==> config.mk <==
export PLATFORM = sky130hd
export DESIGN_NAME = rgen_host_arbiter
export DESIGN_NICKNAME = d
export VERILOG_FILES = /design/src/rtl/rgen_host_arbiter.sv
export SDC_FILE = /design/constraint.sdc
export NUM_CORES = 1
export LEC_CHECK = 0
export BUFFER_PORTS_ARGS = -buffer_cell sky130_fd_sc_hd__buf_2
export CORE_AREA = 2 2 128 130
export DETAILED_ROUTE_END_ITERATION = 8
export DIE_AREA = 0 0 130 132
export PLACE_DENSITY_LB_ADDON = 0.2
export SLEW_MARGIN = 20
export SYNTH_ARGS = -nofsm -noshare
export SYNTH_HDL_FRONTEND = slang
export SYNTH_SLANG_ARGS = --single-unit
==> constraint.sdc <==
create_clock -name clk -period 2.75 [get_ports clk]
set_clock_uncertainty 0.1 [all_clocks]
set_input_delay 0.4125 -clock clk [delete_from_list [all_inputs] [get_ports clk]]
set_output_delay 0.4125 -clock clk [all_outputs]
set_load 0.01 [all_outputs]
==> src/rtl/rgen_host_arbiter.sv <==
// Two-requester round-robin arbiter onto one register-access port; holds one command until response or abort.
// Latency: request to o_command_valid 1 cycle; response strobe is combinational from i_response_ready.
// Optional busy watchdog: define RGEN_HOST_ARBITER_TIMEOUT_EN to force an error response after TIMEOUT_CYCLES.
module rgen_host_arbiter #(
    parameter int DATA_WIDTH          = 32,
    parameter int LOCAL_ADDRESS_WIDTH = 16,
    parameter int TIMEOUT_CYCLES      = 255
) (
    input  logic                             clk,
    input  logic                             rst,
    input  logic [1:0]                       i_command_valid,
    input  logic [1:0]                       i_write,
    input  logic [1:0]                       i_read,
    input  logic [2*LOCAL_ADDRESS_WIDTH-1:0] i_address,
    input  logic [2*DATA_WIDTH-1:0]          i_write_data,
    input  logic [2*DATA_WIDTH-1:0]          i_write_mask,
    output logic [1:0]                       o_response_ready,
    output logic [DATA_WIDTH-1:0]            o_read_data,
    output logic [3:0]                       o_status,
    output logic [1:0]                       o_grant,
    output logic                             o_command_valid,
    output logic                             o_write,
    output logic                             o_read,
    output logic [LOCAL_ADDRESS_WIDTH-1:0]   o_address,
    output logic [DATA_WIDTH-1:0]            o_write_data,
    output logic [DATA_WIDTH-1:0]            o_write_mask,
    input  logic                             i_response_ready,
    input  logic [DATA_WIDTH-1:0]            i_read_data,
    input  logic [1:0]                       i_status
);

    localparam logic [0:0] ST_IDLE = 1'b0;
    localparam logic [0:0] ST_BUSY = 1'b1;

    logic [0:0]                     r_state;
    logic                           r_ptr;
    logic [1:0]                     r_grant;
    logic                           r_command_valid;
    logic                           r_write;
    logic                           r_read;
    logic [LOCAL_ADDRESS_WIDTH-1:0] r_address;
    logic [DATA_WIDTH-1:0]          r_write_data;
    logic [DATA_WIDTH-1:0]          r_write_mask;

    logic                           w_busy;
    logic                           w_owner;
    logic                           w_sel;
    logic                           w_abort;
    logic                           w_timeout;
    logic                           w_done;
    logic [1:0]                     w_rsp_status;
    logic [LOCAL_ADDRESS_WIDTH-1:0] w_sel_address;
    logic [DATA_WIDTH-1:0]          w_sel_write_data;
    logic [DATA_WIDTH-1:0]          w_sel_write_mask;

    assign w_busy  = (r_state == ST_BUSY);
    assign w_owner = r_grant[1];

    // The pointer only matters under contention; a lone requester always wins.
    assign w_sel = (i_command_valid == 2'b11) ? r_ptr : i_command_valid[1];

    assign w_sel_address    = w_sel ? i_address[LOCAL_ADDRESS_WIDTH +: LOCAL_ADDRESS_WIDTH]
                                    : i_address[0 +: LOCAL_ADDRESS_WIDTH];
    assign w_sel_write_data = w_sel ? i_write_data[DATA_WIDTH +: DATA_WIDTH]
                                    : i_write_data[0 +: DATA_WIDTH];
    assign w_sel_write_mask = w_sel ? i_write_mask[DATA_WIDTH +: DATA_WIDTH]
                                    : i_write_mask[0 +: DATA_WIDTH];

    // Owner withdrawing its request wins over any response arriving in the same cycle.
    assign w_abort = w_busy & ~i_command_valid[w_owner];
    assign w_done  = w_busy & ~w_abort & (i_response_ready | w_timeout);

`ifdef RGEN_HOST_ARBITER_TIMEOUT_EN
    logic [15:0] r_busy_cnt;

    always_ff @(posedge clk or posedge rst) begin
        if (rst) begin
            r_busy_cnt <= 16'd0;
        end else if (!w_busy) begin
            r_busy_cnt <= 16'd0;
        end else if (!i_response_ready) begin
            r_busy_cnt <= r_busy_cnt + 16'd1;
        end
    end

    // Count is zero in the first busy cycle, so the limit is hit on busy cycle TIMEOUT_CYCLES.
    assign w_timeout = w_busy & ~w_abort & ~i_response_ready
                     & (r_busy_cnt == 16'(TIMEOUT_CYCLES - 1));
`else
    logic w_unused_timeout_cfg;
    assign w_unused_timeout_cfg = |TIMEOUT_CYCLES;
    assign w_timeout            = 1'b0;
`endif

    always_comb begin
        w_rsp_status     = 2'b00;
        o_read_data      = '0;
        o_status         = 4'b0000;
        o_response_ready = 2'b00;
        if (w_busy) begin
            w_rsp_status     = w_timeout ? 2'b11 : i_status;
            o_read_data      = w_timeout ? '0 : i_read_data;
            o_status         = w_owner ? {w_rsp_status, 2'b00} : {2'b00, w_rsp_status};
            o_response_ready = w_owner ? {w_done, 1'b0} : {1'b0, w_done};
        end
    end

    always_ff @(posedge clk or posedge rst) begin
        if (rst) begin
            r_state         <= ST_IDLE;
            r_ptr           <= 1'b0;
            r_grant         <= 2'b00;
            r_command_valid <= 1'b0;
            r_write         <= 1'b0;
            r_read          <= 1'b0;
            r_address       <= '0;
            r_write_data    <= '0;
            r_write_mask    <= '0;
        end else begin
            case (r_state)
                ST_IDLE: begin
                    if (|i_command_valid) begin
                        r_state         <= ST_BUSY;
                        r_grant         <= w_sel ? 2'b10 : 2'b01;
                        r_command_valid <= 1'b1;
                        r_write         <= i_write[w_sel];
                        r_read          <= i_read[w_sel];
                        r_address       <= w_sel_address;
                        r_write_data    <= w_sel_write_data;
                        r_write_mask    <= w_sel_write_mask;
                    end
                end
                ST_BUSY: begin
                    if (w_abort || w_done) begin
                        r_state         <= ST_IDLE;
                        r_grant         <= 2'b00;
                        r_command_valid <= 1'b0;
                        r_write         <= 1'b0;
                        r_read          <= 1'b0;
                        r_address       <= '0;
                        r_write_data    <= '0;
                        r_write_mask    <= '0;
                        if (w_done) begin
                            r_ptr <= ~w_owner;
                        end
                    end
                end
                default: begin
                    r_state <= ST_IDLE;
                end
            endcase
        end
    end

    assign o_grant         = r_grant;
    assign o_command_valid = r_command_valid;
    assign o_write         = r_write;
    assign o_read          = r_read;
    assign o_address       = r_address;
    assign o_write_data    = r_write_data;
    assign o_write_mask    = r_write_mask;

endmodule

# Word-level counts from Yosys, hierarchy flattened
# Index checks and enable logic that the tools add are counted.
# totals
reg_bits	87
latchBits	0
ramBits	0
output_inout_bits	123
romBits	0
input_bits	203
mem_count	0
# classes
mul	0
n_eq_ne	3
reduce_logical	4
n_shift	0
magnitude_cmp	2
bitwise_logic	7
n_addsub	0
div	0
mux	37
# op_table
cell	n
$mux 32	6
$pmux 32 s2	2
$mux 16	3
$pmux 16 s2	1
$mux 1	13
$mux 2	5
$mux 4	2
$pmux 1 s2	4
$lt 1x2->1 const B	2
$not 1->1	4
$pmux 2 s2	1
$and 1x1->1	3
$reduce_and 3->1	1
$eq 2x2->1 const B	1
$ne 2x1->1 const B	1
$ne 2x2->1 const B	1
$reduce_and 2->1	1
$reduce_or 2->1	1
$logic_or 1x1->1	1

# Logic depth before layout (Yosys ltp)
# depth
ltp_word	10
depth_mapped	8

# Least setup slack after synthesis
# No wires, ideal clock.
# synth_path
path_type	register to register
startpoint	reg r_grant[1], in the netlist o_grant[1]
endpoint	reg r_grant[0], in the netlist o_grant[0]
slack_ns	1.100
setup_time_ns	0.125
period_less_slack_ns	1.650
path_stages_with_launch	7
required_ns	2.525
path_buffers	3
arrival_time_ns	1.425
path_cell_list	dfrtp_1 -> buf_4 -> mux2i_1 -> o32ai_2 -> buf_6 -> buf_6 -> mux2_4
# synth_via
elab_chain_len	10
# synth_rtl
item	line_no	text
start: declaration	37	logic [1:0] r_grant;
start signal: assignment	124	r_grant <= w_sel ? 2'b10 : 2'b01;
$mux 1 (implied by the code) (*) (2 in series)	70	assign w_abort = w_busy & ~i_command_valid[w_owner];
$not 1->1 (*)	70	
$and 1x1->1 (*)	70	
$not 1->1	71	assign w_done = w_busy & ~w_abort & (i_response_ready | w_timeout);
$and 1x1->1 (2 in series)	71	
$logic_or 1x1->1 (*)	134	if (w_abort || w_done) begin
$ne 2x1->1 (no line) (*)	--	
$reduce_and 2->1 (no line) (*)	--	
# Mark *: on every way between the ends. The rest lies on a longest branch, timed or not. The select of a mux whose other input is x is not followed.
# A chain may end at the register's enable or synchronous reset.

# Worst setup path after layout
# layout_path
startpoint	reg r_state
endpoint	reg r_write_data[12], in the netlist o_write_data[12]
# layout_via
elab_chain_len	7
word_cells_on_any_way	10
classes_between	2 x eq/ne; 1 x mux; 5 x bitwise; 2 x reduce/logical
# layout_rtl
item	line_no	text
start: declaration	35	logic [0:0] r_state;
start signal: assignment	110	r_state <= ST_IDLE;
start signal: assignment	123	r_state <= ST_BUSY;
start signal: assignment	135	r_state <= ST_IDLE;
$and 1x1->1	70	
$not 1->1	71	
$and 1x1->1 (2 in series)	71	
$logic_or 1x1->1	134	
$ne 2x1->1 (no line)	--	
$reduce_and 2->1 (no line)	--	
end signal: assignment	129	r_write_data <= w_sel_write_data;
end: declaration	42	logic [DATA_WIDTH-1:0] r_write_data;
# Several ways; a longest one is shown, not always the timed one.

==> metrics.cfg <==
[outcome]
status = completed

[cells_and_area]
area_growth_pct = 51.2
fin_cells = 960
fillers = 1634
post-route-util_pct = 39.7
final_area_um2 = 6230
diodes = 0
drive_gt1_share_pct = 47.7
nNetsFinal = 942

[route]
avgViaCountPerCell = 4.47
wl_per_cell_um = 14.1
drtPass1Iterations = 5
via_count = 4287
ant_nets = 0
drt-total-wl_um = 13500
drc_errors = 0
drt_iter0_drc = 165

[setup_path]
slowest_delay_ps = 570
worst_ep_arrival_time_ps = 2270
r2r-end = o_write_data[12]
worst_path_max_delay_cell = buf_4
path_max_fanout = 79
cp-end-kind = flip-flop
worst-path-buf-inv = 2
worstReg2RegStart = r_state
crit_top_cell = buf_4
critPathLaunchType = flip-flop
cp_top_family = buffers and inverters
path_cells = buf_4 -> nand2b_1 -> o32ai_4 -> buf_4 -> o21ai_0
cp_data_required_time_ps = 2840
crit_type = flip-flop to flip-flop
rrSetupSlack_ps = 570
rr_worst_depth = 5

[cts]
clockBufferDepth = 2
numCtsBuffers = 9
clock-sinks = 87
htree_levels = 3
cts_resized = 0
cts-root-buf = clkbuf_16
cts_tree = yes
clk_latency_ps = 330
path_clk_slew_ps = 60

[logic_synthesis]
yosys_most_used_dff = dfrtp_1
yosysWarnings = 0
synth-seq-area-share_pct = 52.8
muxShareOfSynthArea_pct = 0.607
async_reset_ff_share_pct = 100
synth_top_area_share_pct = 52.8
synthAdderAreaFrac_pct = 0
synth_nets = 636
yosys.area_share.simple_pct = 14.2
netlist_top_cells_count = 87 x dfrtp_1, 85 x nand2_1, 82 x a22oi_1
syn_area_um2 = 4120
syn_inst = 433
synth_top_family_by_area = compound AO/OA/AOI/OAI gates
ys_ff_latch = 87
synth_most_common_cell = dfrtp_1
synth-edff-count = 0
yosys.cell_types.count = 24
synth_xor_area_share_pct = 0
synthTopCellsByArea = dfrtp_1 53%, a22oi_1 15%, nand2_1 7.7%, o21ai_0 7.0%, and2_1 4.9%
yosysTopAreaCell = dfrtp_1
synth-compound-area-share_pct = 26.5
synth_area_per_cell_um2 = 9.52

[timing]
finalCritPeriodShare_pct = 79.2
setup_violations = 0
period_minus_slack_ps = 2180
hold_viol_final = 0
setup_slack_ps = 572
rsz0062_at_grt = false
fin_tns_setup_ps = 0
slew_viol_final = 0
relSlewSlack_pct = 56.9
holdWs_ps = 254
tightest_slew_ps = 647
max_clock_freq_mhz = 459

[power]
p_switching_mw = 1.46
switching_share_pct = 33.0
clockPowerShare_pct = 29.8
ir_worst_vdd_mv = 0.286
p_int_mw = 2.97
total_power_mw = 4.43
power_frac_comb_pct = 31.4
seq_power_share_pct = 38.8
power.density_nw_per_um2 = 711
power_leakage_nw = 3.25

[place]
place_area_um2 = 5900
portBuffers = 325
dp_slack_ps = 552
routabilityCongestion = 0.869
dp_cells = 943
hpwl_um = 10500

[min_path]
holdPathStages = 3
hold_end = o_address[2]
hp-class = input pin to flip-flop
min_from = i_address[2]

[die]
initial_core_util_pct = 26.2
die_h_um = 132
fp.dieArea_um2 = 17200
ios = 326
coreArea_um2 = 15700
num_rows = 46
fp.dieW_um = 130

[grt]
grt_usage_pct = 15.0
antenna_found_initial = 0
grt_start_max_net_pins = 88
grt_pass1_vias = 3950
grt_pass1_wl_um = 20400
grt-ovfl-total = 0

[run]
maxCapViolations = 0

## cell type report
| type | count | area [um^2] | share of cell area [%] |
|---|---|---|---|
| clock inverter | 5 | 81.3 | 1.30 |
| multi-input combinational | 303 | 1730 | 27.7 |
| timing repair buffer | 336 | 1720 | 27.7 |
| sequential | 87 | 2180 | 34.9 |
| clock buffer | 11 | 243 | 3.89 |
| inverter | 2 | 11.3 | 0.181 |
| tap | 216 | 270 | 4.33 |
## worst max-delay path by stage
stage	startpoint	endpoint	slack, ps	cells after the start
after floorplan	o_grant[1]	o_grant[0]	1100	6
after global placement	r_state	o_write_data[12]	700	5
after detailed placement	r_state	o_write_data[23]	550	5
after CTS	r_state	o_write_data[14]	550	5
after global routing	r_state	o_write_data[17]	340	5
final	r_state	o_write_data[12]	570	5
## logic make-up (layout without fill, tap and decap cells)
| logic type | Yosys count | after routing |
|---|---|---|
| AO/OA/AOI/OAI | 173 | 173 |
| buffers and inverters | 43 | 354 |
| flip-flops | 87 | 87 |
| multiplexers | 2 | 2 |
| AND/OR/NAND/NOR | 128 | 128 |
## flip-flops by register name, summed over array words and instances (netlist names)
signal and flops:
o_address 16, o_command_valid 1, o_grant 2, o_read 1, o_write 1, o_write_data 32, o_write_mask 32, r_ptr 1
r_state 1
## power by group through the flow
stage	Clock [mW]	Sequential, mW	Combinational (mW)
after floorplan	0	1.86	0.647
after global placement	0	1.74	1.38
after detailed placement	0	1.74	1.42
after CTS	1.37	1.72	1.42
after global routing	1.43	1.76	1.54
final	1.32	1.72	1.39
## worst register-to-register path: stages (launching register included)
cell and delay, ps:
dfrtp_1 470, buf_4 330, nand2b_1 140, o32ai_4 180
buf_4 570, o21ai_0 250
## routing by layer
| layer | wire, um | track usage [%] |
|---|---|---|
| met5 | 0 | 0 |
| met2 | 6510 | 24.7 |
| met1 | 5820 | 19.1 |
| met3 | 1110 | 4.50 |
| met4 | 89 | 3.76 |
## cells in the final DEF (no fill, tap or decap), drive strengths merged
master,count
buf,335
dfrtp,87
nand2,85
o21ai,83
a22oi,82
and2,32
clkbuf,11
nor2,4
a21oi,3
nand2b,2
and3,2
clkinvlp,2
o21a,2
bufinv,2
and3b,2
clkinv,2
mux2i,1
o32ai,1
mux2,1
and4b,1
o21bai,1
inv,1
a21o,1
dlygate4sd3,1
## what timing repair did
action | in CTS | in global routing
hold endpoints to repair | 13 | 0
hold buffers | 1 | 0
buffers inserted | 0 | 0
Power figures use the tool's default switching activity.
